$ cat src/rtl/dmi_req_arbiter_pkg.sv
// Shared DMI definitions for the TCK-domain request arbiter: DTM op and
// response encodings, request/response layouts and the arbiter state type.
package dmi_req_arbiter_pkg;

    // Request/response widths and field offsets.
    localparam int unsigned DMI_ADDR_W    = 7;
    localparam int unsigned DMI_DATA_W    = 32;
    localparam int unsigned DMI_OP_W      = 2;
    localparam int unsigned DMI_REQ_W     = DMI_ADDR_W + DMI_DATA_W + DMI_OP_W;  // 41
    localparam int unsigned DMI_RESP_W    = DMI_DATA_W + 2;                      // 34
    localparam int unsigned DMI_OP_LSB    = 0;
    localparam int unsigned DMI_DATA_LSB  = 2;
    localparam int unsigned DMI_ADDR_LSB  = 34;
    localparam int unsigned DMI_RESP_LSB  = 0;
    localparam int unsigned DMI_RDATA_LSB = 2;

    // DTM operation codes; anything that is not READ is treated as write-type.
    typedef enum logic [1:0] {
        DTM_NOP   = 2'h0,
        DTM_READ  = 2'h1,
        DTM_WRITE = 2'h2
    } dtm_op_e;

    // DTM response codes.
    typedef enum logic [1:0] {
        DTM_SUCCESS = 2'h0,
        DTM_FAILED  = 2'h2,
        DTM_BUSY    = 2'h3
    } dtm_resp_e;

    typedef struct packed {
        logic [DMI_ADDR_W-1:0] addr;
        logic [DMI_DATA_W-1:0] data;
        logic [DMI_OP_W-1:0]   op;
    } dmi_req_t;

    typedef struct packed {
        logic [DMI_DATA_W-1:0] data;
        logic [1:0]            resp;
    } dmi_resp_t;

    typedef enum logic [1:0] {
        ST_IDLE      = 2'd0,
        ST_ISSUE     = 2'd1,
        ST_WAIT_RESP = 2'd2
    } arb_state_e;

    // True when the op expects read data back from the debug module.
    function automatic logic op_is_read(input logic [DMI_OP_W-1:0] op);
        return op == DTM_READ;
    endfunction

    // Response synthesised when the downstream side never answers.
    function automatic dmi_resp_t timeout_resp();
        dmi_resp_t r;
        r.data = '0;
        r.resp = DTM_FAILED;
        return r;
    endfunction

endpackage

$ cat src/rtl/dmi_req_arbiter_rr_arb2.sv
// Two-way round-robin grant logic. The pointer names the requester that wins
// when both are valid; it flips to the other side whenever a transaction ends.
module rr_arb2 (
    input  logic       tck_i,
    input  logic       trst_ni,
    input  logic [1:0] req_i,
    input  logic       update_i,
    input  logic       last_i,
    output logic       gnt_valid_o,
    output logic       gnt_idx_o
);

    logic rr_q;

    // Priority pointer: after a transaction ends, the non-owner goes first.
    // NOTE: state registers use non-blocking assignments so every flop samples
    // pre-edge values regardless of process ordering.
    always_ff @(posedge tck_i or negedge trst_ni) begin
        if (!trst_ni) begin
            rr_q <= 1'b0;
        end else if (update_i) begin
            rr_q <= ~last_i;
        end
    end

    // Grant the pointer on contention, otherwise the single valid requester.
    always_comb begin
        gnt_valid_o = |req_i;
        gnt_idx_o   = rr_q;
        if (req_i == 2'b01) begin
            gnt_idx_o = 1'b0;
        end else if (req_i == 2'b10) begin
            gnt_idx_o = 1'b1;
        end
    end

endmodule

$ cat src/rtl/dmi_req_arbiter.sv
// Shares one DMI request/response channel between two debug requesters.
// One transaction is in flight at a time; the response is routed back to the
// requester that issued it. A response timeout unblocks the owner, and the
// late responses it leaves behind are counted and silently discarded.
module dmi_req_arbiter
    import dmi_req_arbiter_pkg::*;
#(
    parameter int unsigned TimeoutCycles = 1024,  // legal range 2..65535
    parameter bit          WaitWriteResp = 1'b0
) (
    input  logic                  tck_i,
    input  logic                  trst_ni,
    input  logic [DMI_REQ_W-1:0]  req0_i,
    input  logic                  req0_valid_i,
    output logic                  req0_ready_o,
    output logic [DMI_RESP_W-1:0] resp0_o,
    output logic                  resp0_valid_o,
    input  logic [DMI_REQ_W-1:0]  req1_i,
    input  logic                  req1_valid_i,
    output logic                  req1_ready_o,
    output logic [DMI_RESP_W-1:0] resp1_o,
    output logic                  resp1_valid_o,
    output logic [DMI_REQ_W-1:0]  dmi_req_o,
    output logic                  dmi_req_valid_o,
    input  logic                  dmi_req_ready_i,
    input  logic [DMI_RESP_W-1:0] dmi_resp_i,
    input  logic                  dmi_resp_valid_i,
    output logic                  dmi_resp_ready_o,
    output logic                  busy_o,
    output logic                  owner_o,
    output logic                  timeout_o
);

    // Last timer value in WAIT_RESP before the error response is synthesised.
    localparam logic [15:0] TimerLast = 16'(TimeoutCycles - 1);
    localparam logic [3:0]  StaleMax  = 4'hF;

    arb_state_e state_q, state_d;
    dmi_req_t   hold_q;
    logic       owner_q;
    logic [15:0] timer_q;
    logic [3:0]  stale_q;

    logic       gnt_valid;
    logic       gnt_idx;
    logic       grant_en;
    logic       rr_update;
    logic       stale_hit;
    logic       timeout_fire;
    logic       resp_pulse;
    dmi_resp_t  resp_val;

    rr_arb2 u_rr_arb2 (
        .tck_i       (tck_i),
        .trst_ni     (trst_ni),
        .req_i       ({req1_valid_i, req0_valid_i}),
        .update_i    (rr_update),
        .last_i      (owner_q),
        .gnt_valid_o (gnt_valid),
        .gnt_idx_o   (gnt_idx)
    );

    // A response that arrives while older timed-out responses are still owed
    // belongs to one of those, never to the current transaction.
    assign stale_hit = dmi_resp_valid_i && (stale_q != '0);

    // Next-state and per-cycle handshake decode.
    // NOTE: every signal written here gets a default first, so no path through
    // the case statement can leave a value unassigned and infer a latch.
    always_comb begin
        state_d      = state_q;
        grant_en     = 1'b0;
        rr_update    = 1'b0;
        timeout_fire = 1'b0;
        resp_pulse   = 1'b0;
        resp_val     = '0;

        case (state_q)
            ST_IDLE: begin
                if (gnt_valid) begin
                    grant_en = 1'b1;
                    state_d  = ST_ISSUE;
                end
            end

            ST_ISSUE: begin
                if (dmi_req_ready_i) begin
                    if (op_is_read(hold_q.op) || WaitWriteResp) begin
                        state_d = ST_WAIT_RESP;
                    end else begin
                        state_d   = ST_IDLE;
                        rr_update = 1'b1;
                    end
                end
            end

            ST_WAIT_RESP: begin
                if (dmi_resp_valid_i && !stale_hit) begin
                    resp_pulse = 1'b1;
                    resp_val   = dmi_resp_t'(dmi_resp_i);
                    state_d    = ST_IDLE;
                    rr_update  = 1'b1;
                end else if (timer_q == TimerLast) begin
                    timeout_fire = 1'b1;
                    resp_pulse   = 1'b1;
                    resp_val     = timeout_resp();
                    state_d      = ST_IDLE;
                    rr_update    = 1'b1;
                end
            end

            default: begin
                state_d = ST_IDLE;
            end
        endcase
    end

    // FSM state register.
    always_ff @(posedge tck_i or negedge trst_ni) begin
        if (!trst_ni) begin
            state_q <= ST_IDLE;
        end else begin
            state_q <= state_d;
        end
    end

    // Capture the granted request and remember who owns the transaction.
    // NOTE: the hold register is reset even though it is datapath, so the
    // downstream request bus reads as zero until the first grant.
    always_ff @(posedge tck_i or negedge trst_ni) begin
        if (!trst_ni) begin
            hold_q  <= '0;
            owner_q <= 1'b0;
        end else if (grant_en) begin
            hold_q  <= gnt_idx ? dmi_req_t'(req1_i) : dmi_req_t'(req0_i);
            owner_q <= gnt_idx;
        end
    end

    // Response timer: counts WAIT_RESP cycles, zero in every other state.
    always_ff @(posedge tck_i or negedge trst_ni) begin
        if (!trst_ni) begin
            timer_q <= '0;
        end else if (state_q == ST_WAIT_RESP) begin
            timer_q <= timer_q + 16'd1;
        end else begin
            timer_q <= '0;
        end
    end

    // Count responses still owed by timed-out transactions; a timeout and a
    // consumed stale response in the same cycle cancel out.
    always_ff @(posedge tck_i or negedge trst_ni) begin
        if (!trst_ni) begin
            stale_q <= '0;
        end else if (timeout_fire && !stale_hit) begin
            if (stale_q != StaleMax) begin
                stale_q <= stale_q + 4'd1;
            end
        end else if (stale_hit && !timeout_fire) begin
            stale_q <= stale_q - 4'd1;
        end
    end

    assign req0_ready_o     = grant_en && !gnt_idx;
    assign req1_ready_o     = grant_en && gnt_idx;

    assign resp0_valid_o    = resp_pulse && !owner_q;
    assign resp1_valid_o    = resp_pulse && owner_q;
    assign resp0_o          = resp0_valid_o ? resp_val : '0;
    assign resp1_o          = resp1_valid_o ? resp_val : '0;

    assign dmi_req_o        = hold_q;
    assign dmi_req_valid_o  = (state_q == ST_ISSUE);
    assign dmi_resp_ready_o = 1'b1;

    assign busy_o           = (state_q != ST_IDLE);
    assign owner_o          = owner_q;
    assign timeout_o        = timeout_fire;

endmodule
$ cat config.mk
export PLATFORM = sky130hd
export DESIGN_NAME = dmi_req_arbiter
export DESIGN_NICKNAME = d
export VERILOG_FILES = /design/src/rtl/dmi_req_arbiter_pkg.sv /design/src/rtl/dmi_req_arbiter_rr_arb2.sv /design/src/rtl/dmi_req_arbiter.sv
export SDC_FILE = /design/constraint.sdc
export NUM_CORES = 1
export LEC_CHECK = 0
export ABC_AREA = 1
export BUFFER_PORTS_ARGS = -buffer_cell sky130_fd_sc_hd__buf_2
export CAP_MARGIN = 20
export CORE_UTILIZATION = 47
export DETAILED_ROUTE_END_ITERATION = 10
export HOLD_SLACK_MARGIN = 0.05
export PLACE_DENSITY_LB_ADDON = 0.2
export SLEW_MARGIN = 20
export SYNTH_ARGS = -nofsm -noshare
export SYNTH_HDL_FRONTEND = slang
export SYNTH_SLANG_ARGS = --single-unit
$ cat constraint.sdc
create_clock -name tck_i -period 5.8 [get_ports tck_i]
set_input_delay 0.87 -clock tck_i [delete_from_list [all_inputs] [get_ports tck_i]]
set_output_delay 0.87 -clock tck_i [all_outputs]
set_load 0.05 [all_outputs]
# --- After elaboration in Yosys (flattened, before gate mapping) ---
# Cells that the tools add are included.
totals:
  output_inout_bits: 118
  regBits: 65
op_classes:
  mux: 28
  addsub: 3
  n_bitwise: 1
  n_reduce_logical: 19
  eq_ne: 11
ops:
  columns: ["op", "n"]
  rows:
  - ["34-bit 2-to-1 mux", 4]
  - ["41-bit 2-to-1 mux", 1]
  - ["16-bit by 1-bit adder with 16-bit output, second input constant", 1]
  - ["16-bit by 10-bit equality test with 1-bit output, second input constant", 1]
  - ["16-bit 2-to-1 mux", 1]
  - ["2-bit 2-to-1 mux", 6]
  - ["4-bit 2-to-1 mux", 3]
  - ["1-bit 2-to-1 mux", 11]
  - ["1-bit logical AND", 8]
  - ["2-bit by 1-bit equality test with 1-bit output, second input constant", 3]
  - ["2-bit case mux with 3 select lines", 1]
  - ["4-bit by 1-bit adder with 4-bit output, second input constant", 1]
  - ["2-bit equality test, second input constant", 2]
  - ["1-bit zero test", 4]
  - ["2-bit by 1-bit inequality test with 1-bit output, second input constant", 2]
  - ["4-bit inequality test, second input constant", 1]
  - ["2-bit nonzero test", 2]
  - ["4-bit nonzero test", 1]
  - ["4-bit by 1-bit subtractor with 4-bit output, second input constant", 1]
  - ["3-bit inequality test, second input constant", 1]
  - ["3-bit AND reduction", 1]
  - ["2-bit zero test", 1]
  - ["2-bit inequality test, second input constant", 1]
  - ["1-bit case mux with 2 select lines", 1]
  - ["3 further kinds", 3]

# --- Longest topological paths before layout ---
# Gate-level depths: netlist of run 1.
logic_depth:
  word_depth: 10
  mapped_depth: 15

# --- Hierarchy ---
# From an unflattened synthesis of run 1, not the netlist that was laid out.
hier_totals:
  cells_unflattened: 519
  hier_area_um2: 3922.5
by_module_without_submodules:
  columns: ["mod", "area_each_um2", "cells_each", "n_inst"]
  rows:
  - ["dmi_req_arbiter", 3870.0, 512, 1]
  - ["rr_arb2", 52.6, 7, 1]

# --- Worst setup path before layout of run 1 ---
# No wires, ideal clock.
synth_path:
  kind: "input port to output port"
  from: "in dmi_resp_valid_i"
  to: "out resp0_o[1]"
  cell_stages: 5
  t_arrival_ps: 2908
  required_time_ps: 4930
  path_buffers: 0
  path_slack_ps: 2022
  cell_sequence: "inv_1 -> nor2_2 -> nor3_2 -> a21oi_1 -> nor3_1"
synth_via:
  elab_chain_cells: 7
  elab_cells_between_ends: 9
synth_rtl:
  columns: ["item", "line", "rtl"]
  rows:
  - ["from (decl)", "dmi_req_arbiter.sv:27", "input logic dmi_resp_valid_i,"]
  - ["1-bit logical AND", "dmi_req_arbiter.sv:65", "assign stale_hit = dmi_resp_valid_i && (stale_q != '0);"]
  - ["1-bit zero test", "dmi_req_arbiter.sv:98", "if (dmi_resp_valid_i && !stale_hit) begin"]
  - ["1-bit logical AND (*)", "dmi_req_arbiter.sv:98", null]
  - ["1-bit 2-to-1 mux", "dmi_req_arbiter.sv:98", null]
  - ["1-bit 2-to-1 mux", "dmi_req_arbiter.sv:78", "case (state_q)"]
  - ["1-bit logical AND", "dmi_req_arbiter.sv:168", "assign resp0_valid_o = resp_pulse && !owner_q;"]
  - ["34-bit 2-to-1 mux (*)", "dmi_req_arbiter.sv:170", "assign resp0_o = resp0_valid_o ? resp_val : '0;"]
  - ["to (decl)", "dmi_req_arbiter.sv:16", "output logic [DMI_RESP_W-1:0] resp0_o,"]
# Every way passes the cells marked *; elsewhere a longest branch is shown, timed or not.

# --- Final worst setup path of run 1 ---
layout_path:
  from: "reg state_q[0]"
  to: "out resp1_o[33]"
layout_via:
  elab_chain_cells: 4
  elab_cells_between_ends: 5
layout_rtl:
  columns: ["item", "line", "rtl"]
  rows:
  - ["from (decl)", "dmi_req_arbiter.sv:38", "arb_state_e state_q, state_d;"]
  - ["from (signal assigned)", "dmi_req_arbiter.sv:123", "state_q <= state_d;"]
  - ["2-bit equality test (*)", "dmi_req_arbiter.sv:78", null]
  - ["1-bit 2-to-1 mux", "dmi_req_arbiter.sv:78", null]
  - ["1-bit logical AND", "dmi_req_arbiter.sv:169", "assign resp1_valid_o = resp_pulse && owner_q;"]
  - ["34-bit 2-to-1 mux (*)", "dmi_req_arbiter.sv:171", "assign resp1_o = resp1_valid_o ? resp_val : '0;"]
  - ["to (decl)", "dmi_req_arbiter.sv:21", "output logic [DMI_RESP_W-1:0] resp1_o,"]
# Marked as above.

==> results of run 1 <==
==> final timing paths <==
kind / endpoint / cells past startpoint
min reg2reg: timer_q[0] / 1
min: timer_q[0] / 1
min in group asynchronous: dmi_req_o[18] / 2
max: resp1_o[33] / 7
max reg2reg: stale_q[3] / 9
max in group asynchronous: dmi_req_o[38] / 2
==> flip-flops by register name, indices dropped and copies added (netlist names) <==
| name | cells |
|---|---|
| stale_q | 4 |
| u_rr_arb2.rr_q | 1 |
| dmi_req_o | 41 |
| state_q | 2 |
| timer_q | 16 |
| owner_o | 1 |
==> critical path, stage by stage (launching register included) <==
cell and delay, ps:
dfrtp_1 400, inv_1 90, ha_1 550, inv_2 250, nor2_8 310, inv_4 240
nor3_1 230, buf_2 310
==> placed cells by master (no fill, tap or decap), drive strengths merged, types with 2 or more instances in the layout <==
master	n
nor2	64
buf	243
nor3	42
a21oi	8
o211ai	2
o21ai	15
inv	49
or2	2
clkinv	3
nand3	50
xor2	2
nand4	5
ha	6
nand2	178
dfrtp	65
clkbuf	12
==> cells by family after synthesis <==
logic type      count (synthesis)
compound gates                 28
xor+xnor                        3
fa+ha+maj                       7
buf+inv                        78
flops                          65
other cells                     1
simple gates                  343
==> routing by layer <==
metal | track usage | wire, um | up-vias
met5 | 0 | 0 | -
met4 | 0.126 | 356 | 0
met3 | 0.0537 | 799 | 28
met2 | 0.449 | 5740 | 193
met1 | 0.325 | 4670 | 1970
li1 | - | - | 2104
==> through the flow <==
stage	total power [W]	std cells
floorplan	0.00183	525
global placement	0.00215	844
detailed placement	0.00219	844
CTS	0.00259	858
global route	0.00274	858
finish	0.00257	858
==> report_power, final <==
part	switching [W]	internal [W]	total, W
Clock	0.000162	0.000229	0.000391
Combinational	0.00110	0.000339	0.00144
Sequential	0.000113	0.000628	0.000741
Total	0.00137	0.00120	0.00257
==> final cells by class <==
class | instances | area share
Clock buffer | 12 | 0.0310
Clock inverter | 2 | 0.00706
Inverter | 52 | 0.0374
Multi-Input combinational cell | 382 | 0.364
Sequential cell | 65 | 0.306
Tap cell | 102 | 0.0240
Timing Repair Buffer | 243 | 0.231
==> summary.md, run 1 <==
| Metric | Value |
|---|---|
| Tmin final | 3610 ps |
| Most common cell in the synthesized netlist | nand2_1 |
| FF-to-FF setup slack | 3350 ps |
| DR pass1 iterations | 4 |
| Synth Area in Compound Gates | 0.0415 |
| Area Overhead vs Synth | 35.8% |
| Syn_area_per_cell | 7.46 um2 |
| Power per cell area | 483 nW/um2 |
| Mux cell area share after synthesis | 0 |
| FF+latch area | 1630 um2 |
| FP Rows | 32 |
| CORE AREA | 7890 um2 |
| Number of remaining DRC errors | 0 |
| Initial cell density of the core | 0.497 |
| Post-DP HPWL | 8900 um |
| CP startpoint | state_q[0] |
| Worst r2r src | state_q[0] |
| Largest net degree at the start of global routing | 66 |
| Top FF cell, synth | dfrtp_1 |
| Vias | 4295 |
| Share of cells above drive strength 1 | 0.409 |
| Post-cts resize count | 0 |
| PnR worst setup slack | 2190 ps |
| Syn_nets | 654 |
| CP Data Arrival Time | 2740 ps |
| Vias in the first global route | 3987 |
| I/O pin total | 240 |
| Post-route ant nets | 0 |
| Fillers | 674 |
| RSZ-0062 raised after global routing | no |
| Placer Congestion | 0.884 |
| Place WS | 2350 ps |
| Crit end category | primary output |
| Post-route cell area | 5320 um2 |
| Setup TNS | 0 ps |
| Hold Slack | 488 ps |
| Status | completed |
| Hold_sp | timer_q[0] |
| Die width | 93.3 um |
| Synth async-reset ratio | 1.00 |
| Initial detailed-routing violation count | 157 |
| Synth Warn # | 0 |
| Simple-Gate Fraction of Synth Area | 0.421 |
| Final number of setup-violating endpoints | 0 |
| Req. time, crit path | 4930 ps |
| Die height | 93.3 um |
| Post-layout util | 0.674 |
| Peak supply drop | 0.412 mV |
| Maximum clock path buffer count | 2 |
| CTS tree | built |
| Max Clock Skew | 8.35 ps |
| Pin slew with the least headroom to its limit | 791 ps |
| Worst Path Max Fanout | 36 |
| Initial antenna violation count | 0 |
| Multi-input combinational cell area | 1940 um2 |
| FMAX | 277 MHz |
| Yosys top cell by area | dfrtp_1 |
| Later-pin clock latency in the skew report | 330 ps |
| Synth Instances | 525 |
| Final Routed Wirelength | 11600 um |
| Pleak | 3.05 nW |
| Post-Syn Area | 3920 um2 |
| Die area | 8700 um2 |
| CTS clk-pin slew, worst paths | 70 ps |
| Synth top area share | 0.415 |
| CTS Hold Buffers Added | 0 |
| Remaining Overflow, GRT | 0 |
| Total GRT Usage | 0.266 |
| Dominant cells by area after synthesis | dfrtp_1 (42%), nand2_1 (17%), nor3_2 (7.9%) |
| Placed cell area | 5120 um2 |
| Avg WL per Cell | 13.5 um |
| Hold WC Path Type | reg -> reg |
| Diode count | 0 |
| CP Launch Type | register |
| Slew Limit Headroom | 0.473 |
| Post-synth top cells | nand2_1 (173), dfrtp_1 (65), nor2_1 (58) |
| Netlist cell types | 40 |
| Final hold vios | 0 |
| Clock tree root buffer cell | clkbuf_8 |
| Post-Synth Adder-Cell Area | 0.0243 |
| Vias per cell | 5.01 |
| Fin crit share | 0.622 |
| Final Slew Violations | 0 |
| PortBufs | 238 |
| First-pass GRT wire length | 18000 um |
| Post-synthesis register bit count | 65 |
| Sequential area share after synthesis | 0.415 |
| Clock sinks | 65 |
| Crit Path Class | reg -> out |
| Total Nets Final | 882 |
| Xor/xnor share of the synthesized area | 0.00671 |
| Num CTS Buffers | 9 |
| Post-synth EDFFs | 0 |
| Post-CTS Setup Repair Bufs | 0 |
| Main combinational cell family by area after synthesis | simple AND/OR/NAND/NOR gates |
| Max-Cap Viols | 0 |
| Htree depth | 3 |
No activity file was read; power rests on OpenSTA's default activity.
==> run 2: changes to the inputs <==
- CORE_UTILIZATION: 47 -> 40
- clock period: 5.8 -> 3.2 ns (I/O delays scaled with it)
==> run 2 against run 1 <==
Against the previous run:
- sequential power rose by 84%
- worst hold slack got worse by 350 ps
- clock skew decreased by 3.9 ps
- sequential share of layout area fell by 0.28 points
- combinational power up 78%
- largest power group unchanged
==> summary.md, run 2 (synthesized netlist as in run 1, its figures left out) <==
| Metric | Value |
|---|---|
| CP Launch Type | register |
| Commonest non-fill, non-tap cell in the layout | buf_2 |
| Commonest cells after routing, fill and taps aside | buf_2 (238), nand2_1 (173), dfrtp_1 (65) |
| Largest register FFs | 41 (unchanged) |
| Num CTS Buffers | 9 (unchanged) |
| Wire length on met1 | 4610 um (-1.4%) |
| Vias per cell | 4.70 (-6.2%) |
| Crit-path slowest cell | dfrtp_1 |
| Hold WC Path Type | in -> async |
| RSZ-0062 raised after global routing | no |
| DR WL met2 | 5420 um (-5.5%) |
| DR top layer | met4 |
| PnR worst setup slack | 342 ps (-1850 ps) |
| CP Data Arrival Time | 2380 ps (-360 ps) |
| Placed cell area | 5170 um2 (+1.1%) |
| Status | completed |
| Slew Limit Headroom | 0.518 (+0.0457) |
| Critical Path, Cell by Cell | inv_1, ha_1, buf_4, inv_2, nor2_8, inv_4, nor3_1, buf_2 |
| First-pass GRT wire length | 17500 um (-3.2%) |
| Crit Path Class | reg -> out |
| Post-route ant nets | 0 (unchanged) |
| FF-to-FF setup slack | 980 ps (-2370 ps) |
| Share of cells above drive strength 1 | 0.411 (+0.00257) |
| Die height | 101 um (+8.2%) |
| Total GRT Usage | 0.218 (-0.0477) |
| Final number of setup-violating endpoints | 0 (unchanged) |
| Post-cts resize count | 0 (unchanged) |
| Worst Path Max Fanout | 36 (unchanged) |
| Clock tree root buffer cell | clkbuf_8 |
| Final hold vios | 0 (unchanged) |
| Post-CTS Setup Repair Bufs | 0 (unchanged) |
| Total Nets Final | 885 (+0.34%) |
| Req. time, crit path | 2720 ps (-2210 ps) |
| Final Routed Wirelength | 11000 um (-4.6%) |
| CORE AREA | 9370 um2 (+19%) |
| Pin slew with the least headroom to its limit | 723 ps (-68.5 ps) |
| CTS Hold Buffers Added | 0 (unchanged) |
| CP Buf/Inv Count | 5 (+1) |
| Setup TNS | 0 ps (unchanged) |
| Power per cell area | 860 nW/um2 (+78%) |
| Post-DP HPWL | 8570 um (-3.8%) |
| Area Overhead vs Synth | 37.1% |
| DR pass1 iterations | 4 (unchanged) |
| Die area | 10200 um2 (+17%) |
| PortBufs | 238 (unchanged) |
| Clock sinks | 65 (unchanged) |
| Final Slew Violations | 0 (unchanged) |
| Hold Slack | 139 ps (-348 ps) |
| FP Rows | 35 (+9.4%) |
| Fillers | 904 (+34%) |
| Post-layout power | 0.00462 W (+80%) |
| I/O pin total | 240 (unchanged) |
| Initial cell density of the core | 0.418 (-0.0786) |
| Placer Congestion | 0.842 (-4.7%) |
| Max-Cap Viols | 0 (unchanged) |
| Delay-heaviest family, CP | buffers and inverters |
| Later-pin clock latency in the skew report | 330 ps (about the same) |
| Vias in the first global route | 3930 (-1.4%) |
| Pleak | 3.06 nW (+0.34%) |
| Place WS | 692 ps (-1660 ps) |
| Post-route cell area | 5370 um2 (+0.94%) |
| Remaining Overflow, GRT | 0 (unchanged) |
| Max Clock Skew | 4.45 ps (-3.90 ps) |
| CTS clk-pin slew, worst paths | 70 ps (about the same) |
| Crit end category | primary output |
| Largest net degree at the start of global routing | 42 (-36%) |
| WL met3 | 852 um (+6.6%) |
| Tmin final | 2860 ps |
| Vias | 4180 (-2.7%) |
| Peak supply drop | 0.676 mV (+64%) |
| Initial detailed-routing violation count | 206 (+31%) |
| Fin crit share | 0.893 |
| Number of remaining DRC errors | 0 (unchanged) |
| CTS tree | built |
| Diode count | 0 (unchanged) |
| Initial antenna violation count | 0 (unchanged) |
| Die width | 101 um (+8.2%) |
| FMAX | 350 MHz |
| Maximum clock path buffer count | 2 (unchanged) |
| CP max stage delay | 390 ps (-160 ps) |
| Avg WL per Cell | 12.4 um (-8.0%) |
| Htree depth | 3 (unchanged) |
## run 2: cell types whose count changed in the layout (fill, tap and decap cells not counted), sizes merged
| cell | delta |
|---|---|
| clkbuf | -1 |
| clkinv | +2 |
| clkinvlp | +1 |
| buf | +3 |
## run 2: where the power goes
part / total [W] / leakage (nW) / internal, W / switching [W]
registers: 0.00136 / 0.826 / 0.00114 / 0.000227
clock network: 0.000685 / 0.0953 / 0.000378 / 0.000307
logic: 0.00257 / 2.13 / 0.000622 / 0.00195
## run 2: layer usage
metal  GRT usage  vias to the layer above
met5           0                        -
met4      0.0680                        0
li1            -                     2106
met3      0.0520                       13
met1       0.268                     1883
met2       0.378                      178
## run 2: layout make-up
| type | count | area (um2) | area share |
|---|---|---|---|
| multi-input cells | 382 | 1940 | 0.360 |
| inverters | 52 | 199 | 0.0370 |
| flip-flops and latches | 65 | 1630 | 0.303 |
| repair buffers | 246 | 1250 | 0.233 |
| clock buffers | 11 | 141 | 0.0263 |
| well taps | 129 | 161 | 0.0301 |
| clock inverters | 5 | 55.1 | 0.0103 |
## run 2: path summary, 6_finish.rpt
path | from | to | cells after the start
max | state_q[0] | resp0_o[4] | 8
min | trst_ni | dmi_req_o[22] | 1
max reg2reg | timer_q[0] | stale_q[3] | 14
min reg2reg | timer_q[0] | timer_q[0] | 1
max in group asynchronous | trst_ni | stale_q[1] | 2
min in group tck_i | req1_i[21] | dmi_req_o[21] | 3
## run 2: per-stage QoR
step,instances,util
2_1_floorplan,525,-
3_3_place_gp,874,0.552
5_1_grt,890,0.573
6_report,890,0.573
4_1_cts,890,0.573
3_5_place_dp,874,0.552
==> run 3: changes to the inputs <==
- BUFFER_PORTS_ARGS: -buffer_cell sky130_fd_sc_hd__buf_2 -> not set
- CORE_AREA: not set -> 2 2 93 95
- CORE_UTILIZATION: 40 -> not set
- DIE_AREA: not set -> 0 0 95 97
- DONT_BUFFER_PORTS: not set -> 1
- clock period: 3.2 -> 2.6 ns (I/O delays scaled with it)
==> run 3 against run 2 <==
Against the previous run:
- die area is 9.6% lower
- critical endpoint is now resp1_o[31]
- critical path depth grew 1
- flip-flop and latch count unchanged
- via count down 12%
- clock skew grew 10 ps
- sequential power increased by 110%
- largest cell class unchanged
- register-to-register slack lost 670 ps
- sequential share of layout area is 3.0 points higher
- clock power up 47%
==> summary.md, run 3 (synthesized netlist as in run 1, its figures left out) <==
| Metric | Value |
|---|---|
| Vias per cell | 5.23 (+11%) |
| Power per cell area | 1140 nW/um2 (+33%) |
| Final hold vios | 0 (unchanged) |
| Fillers | 719 (-20%) |
| Tmin final | 2440 ps |
| RSZ-0062 raised after global routing | no |
| Htree depth | 3 (unchanged) |
| Max Clock Skew | 14.4 ps (+9.96 ps) |
| Met2 GRT Util | 0.393 (+0.0151) |
| PnR worst setup slack | 164 ps (-178 ps) |
| Placer Congestion | 0.872 (+3.5%) |
| Critical Path, Cell by Cell | inv_1, nand3_1, nor2_4, inv_2, nor2_8, buf_4, nand2_1, nor2_1, buf_6 |
| DR pass1 iterations | 5 (+1) |
| Req. time, crit path | 2210 ps (-510 ps) |
| Crit Path Class | reg -> out |
| Reg2Reg Depth | 14 (unchanged) |
| Placed cell area | 4580 um2 (-11%) |
| Clock sinks | 65 (unchanged) |
| Largest register FFs | 41 (unchanged) |
| Diode count | 0 (unchanged) |
| FMAX | 411 MHz |
| Num CTS Buffers | 9 (unchanged) |
| Max-Cap Viols | 0 (unchanged) |
| Peak supply drop | 0.810 mV (+20%) |
| Initial cell density of the core | 0.481 (+0.0636) |
| Vias in the first global route | 3561 (-9.4%) |
| Crit-path slowest cell | dfrtp_1 |
| Final Slew Violations | 0 (unchanged) |
| Die width | 95 um (-5.9%) |
| Initial antenna violation count | 0 (unchanged) |
| Worst Hold Path Cells | 2 |
| Pin slew with the least headroom to its limit | 599 ps (-124 ps) |
| Share of cells above drive strength 1 | 0.263 (-0.148) |
| Worst r2r src | timer_q[0] |
| Delay-heaviest family, CP | simple AND/OR/NAND/NOR gates |
| Fin crit share | 0.937 |
| Most used routing layer | met2 |
| Later-pin clock latency in the skew report | 340 ps (about the same) |
| FP Rows | 33 (-5.7%) |
| Met3 Use GR | 0.0763 (+0.0243) |
| CP Buf/Inv Count | 4 (-1) |
| CTS clk-pin slew, worst paths | 80 ps (about the same) |
| Initial detailed-routing violation count | 176 (-15%) |
| Hold WC Path Type | in -> reg |
| CP max stage delay | 450 ps (+60 ps) |
| Die area | 9220 um2 (-9.6%) |
| FF-to-FF setup slack | 310 ps (-670 ps) |
| Finished Layout Cells | 706 (-21%) |
| Largest net degree at the start of global routing | 66 (+57%) |
| Total GRT Usage | 0.240 (+0.0220) |
| PortBufs | 0 (-100%) |
| Commonest cells after routing, fill and taps aside | nand2_1 (173), buf_4 (80), dfrtp_1 (64) |
| End of the worst register-to-register path | stale_q[3] |
| Post-DP HPWL | 8270 um (-3.5%) |
| Remaining Overflow, GRT | 0 (unchanged) |
| Hold_sp | req1_i[9] |
| Worst Path Max Fanout | 9 (-75%) |
| Hold path endpoint | dmi_req_o[9] |
| First-pass GRT wire length | 17400 um (-0.55%) |
| Final number of setup-violating endpoints | 0 (unchanged) |
| Status | completed |
| Met1 GRT Util | 0.287 (+0.0199) |
| CP Data Arrival Time | 2050 ps (-330 ps) |
| Vias | 3691 (-12%) |
| Post-layout power | 0.00558 W (+21%) |
| Slew Limit Headroom | 0.598 (+0.0800) |
| Clock tree root buffer cell | clkbuf_8 |
| CTS tree | built |
| CORE AREA | 8130 um2 (-13%) |
| I/O pin total | 240 (unchanged) |
| Post-route cell area | 4890 um2 (-8.9%) |
| Die height | 97 um (-3.9%) |
| Post-route ant nets | 0 (unchanged) |
| Commonest non-fill, non-tap cell in the layout | nand2_1 |
| Area Overhead vs Synth | 24.9% |
| CP Launch Type | register |
| Place WS | 300 ps (-392 ps) |
| Avg WL per Cell | 15.3 um (+23%) |
| Number of remaining DRC errors | 0 (unchanged) |
| Final Routed Wirelength | 10800 um (-2.1%) |
| Maximum clock path buffer count | 2 (unchanged) |
| Setup TNS | 0 ps (unchanged) |
| Dpl cells | 686 (-22%) |
| Pleak | 2.46 nW (-19%) |
| Total Nets Final | 725 (-18%) |
| Crit end category | primary output |
==> run 3: cell types whose count changed in the layout (fill, tap and decap cells not counted), sizes merged <==
cell / previous run / this run
buf: 246 / 85
bufinv: 1 / 2
clkinvlp: 2 / 1
dlygate4sd3: 0 / 1
inv: 49 / 50
clkinv: 5 / 4
==> run 3: timing repair <==
item | in CTS | in global routing
hold endpoints to repair | 65 | 0
gates resized for setup | 1 | 4
setup endpoints to repair | 3 | 38
pin swaps | 0 | 1
buffers inserted | 0 | 2
hold buffers | 2 | 0
==> run 3: area by class of cell <==
class	count	area, um2	area share
Clock buffer	11	151	0.0310
Sequential cell	65	1630	0.333
Timing Repair Buffer	86	709	0.145
Multi-Input combinational cell	382	1980	0.406
Clock inverter	5	85.1	0.0174
Inverter	52	201	0.0412
Tap cell	105	131	0.0269
==> run 3: worst max path at each step <==
stage               start     endpoint  slack (ps)  depth (start not counted)
2_1_floorplan     owner_o   resp0_o[8]         -10                          3
3_5_place_dp   timer_q[0]   stale_q[3]         300                         14
6_report       stale_q[0]  resp1_o[31]         160                          9
5_1_grt        stale_q[3]  resp1_o[31]          10                          9
4_1_cts        stale_q[1]   resp0_o[7]          50                          8
3_3_place_gp   timer_q[0]   stale_q[3]         400                         14
==> run 3: worst reg2reg max path, delay by kind of cell, from the launching register on <==
family	cells	cell delay, ps
adders and majority gates	2	540
buffers and inverters	1	50
and+or+nand+nor	10	1070
AOI/OAI and AO/OA	1	130
DFF	1	390
==> run 3: routing by layer <==
metal | wire (um) | vias to the layer above
met1 | 4360 | 1704
li1 | - | 1793
met5 | 0 | -
met2 | 5400 | 174
met4 | 212 | 0
met3 | 830 | 20
==> run 3: metrics by stage <==
step / hold slack, ps / utilization
6_report: 155 / 0.601
5_1_grt: 157 / 0.601
4_1_cts: 149 / 0.597
3_5_place_dp: 97.3 / 0.563
3_3_place_gp: 98.4 / 0.563
2_1_floorplan: 94.4 / -
==> run 3: where the power goes <==
| part | internal (W) | switching (W) | leakage (nW) |
|---|---|---|---|
| clock | 0.000597 | 0.000409 | 0.116 |
| sequential | 0.00138 | 0.00142 | 0.825 |
| combinational | 0.000561 | 0.00121 | 1.52 |
| total | 0.00254 | 0.00304 | 2.46 |
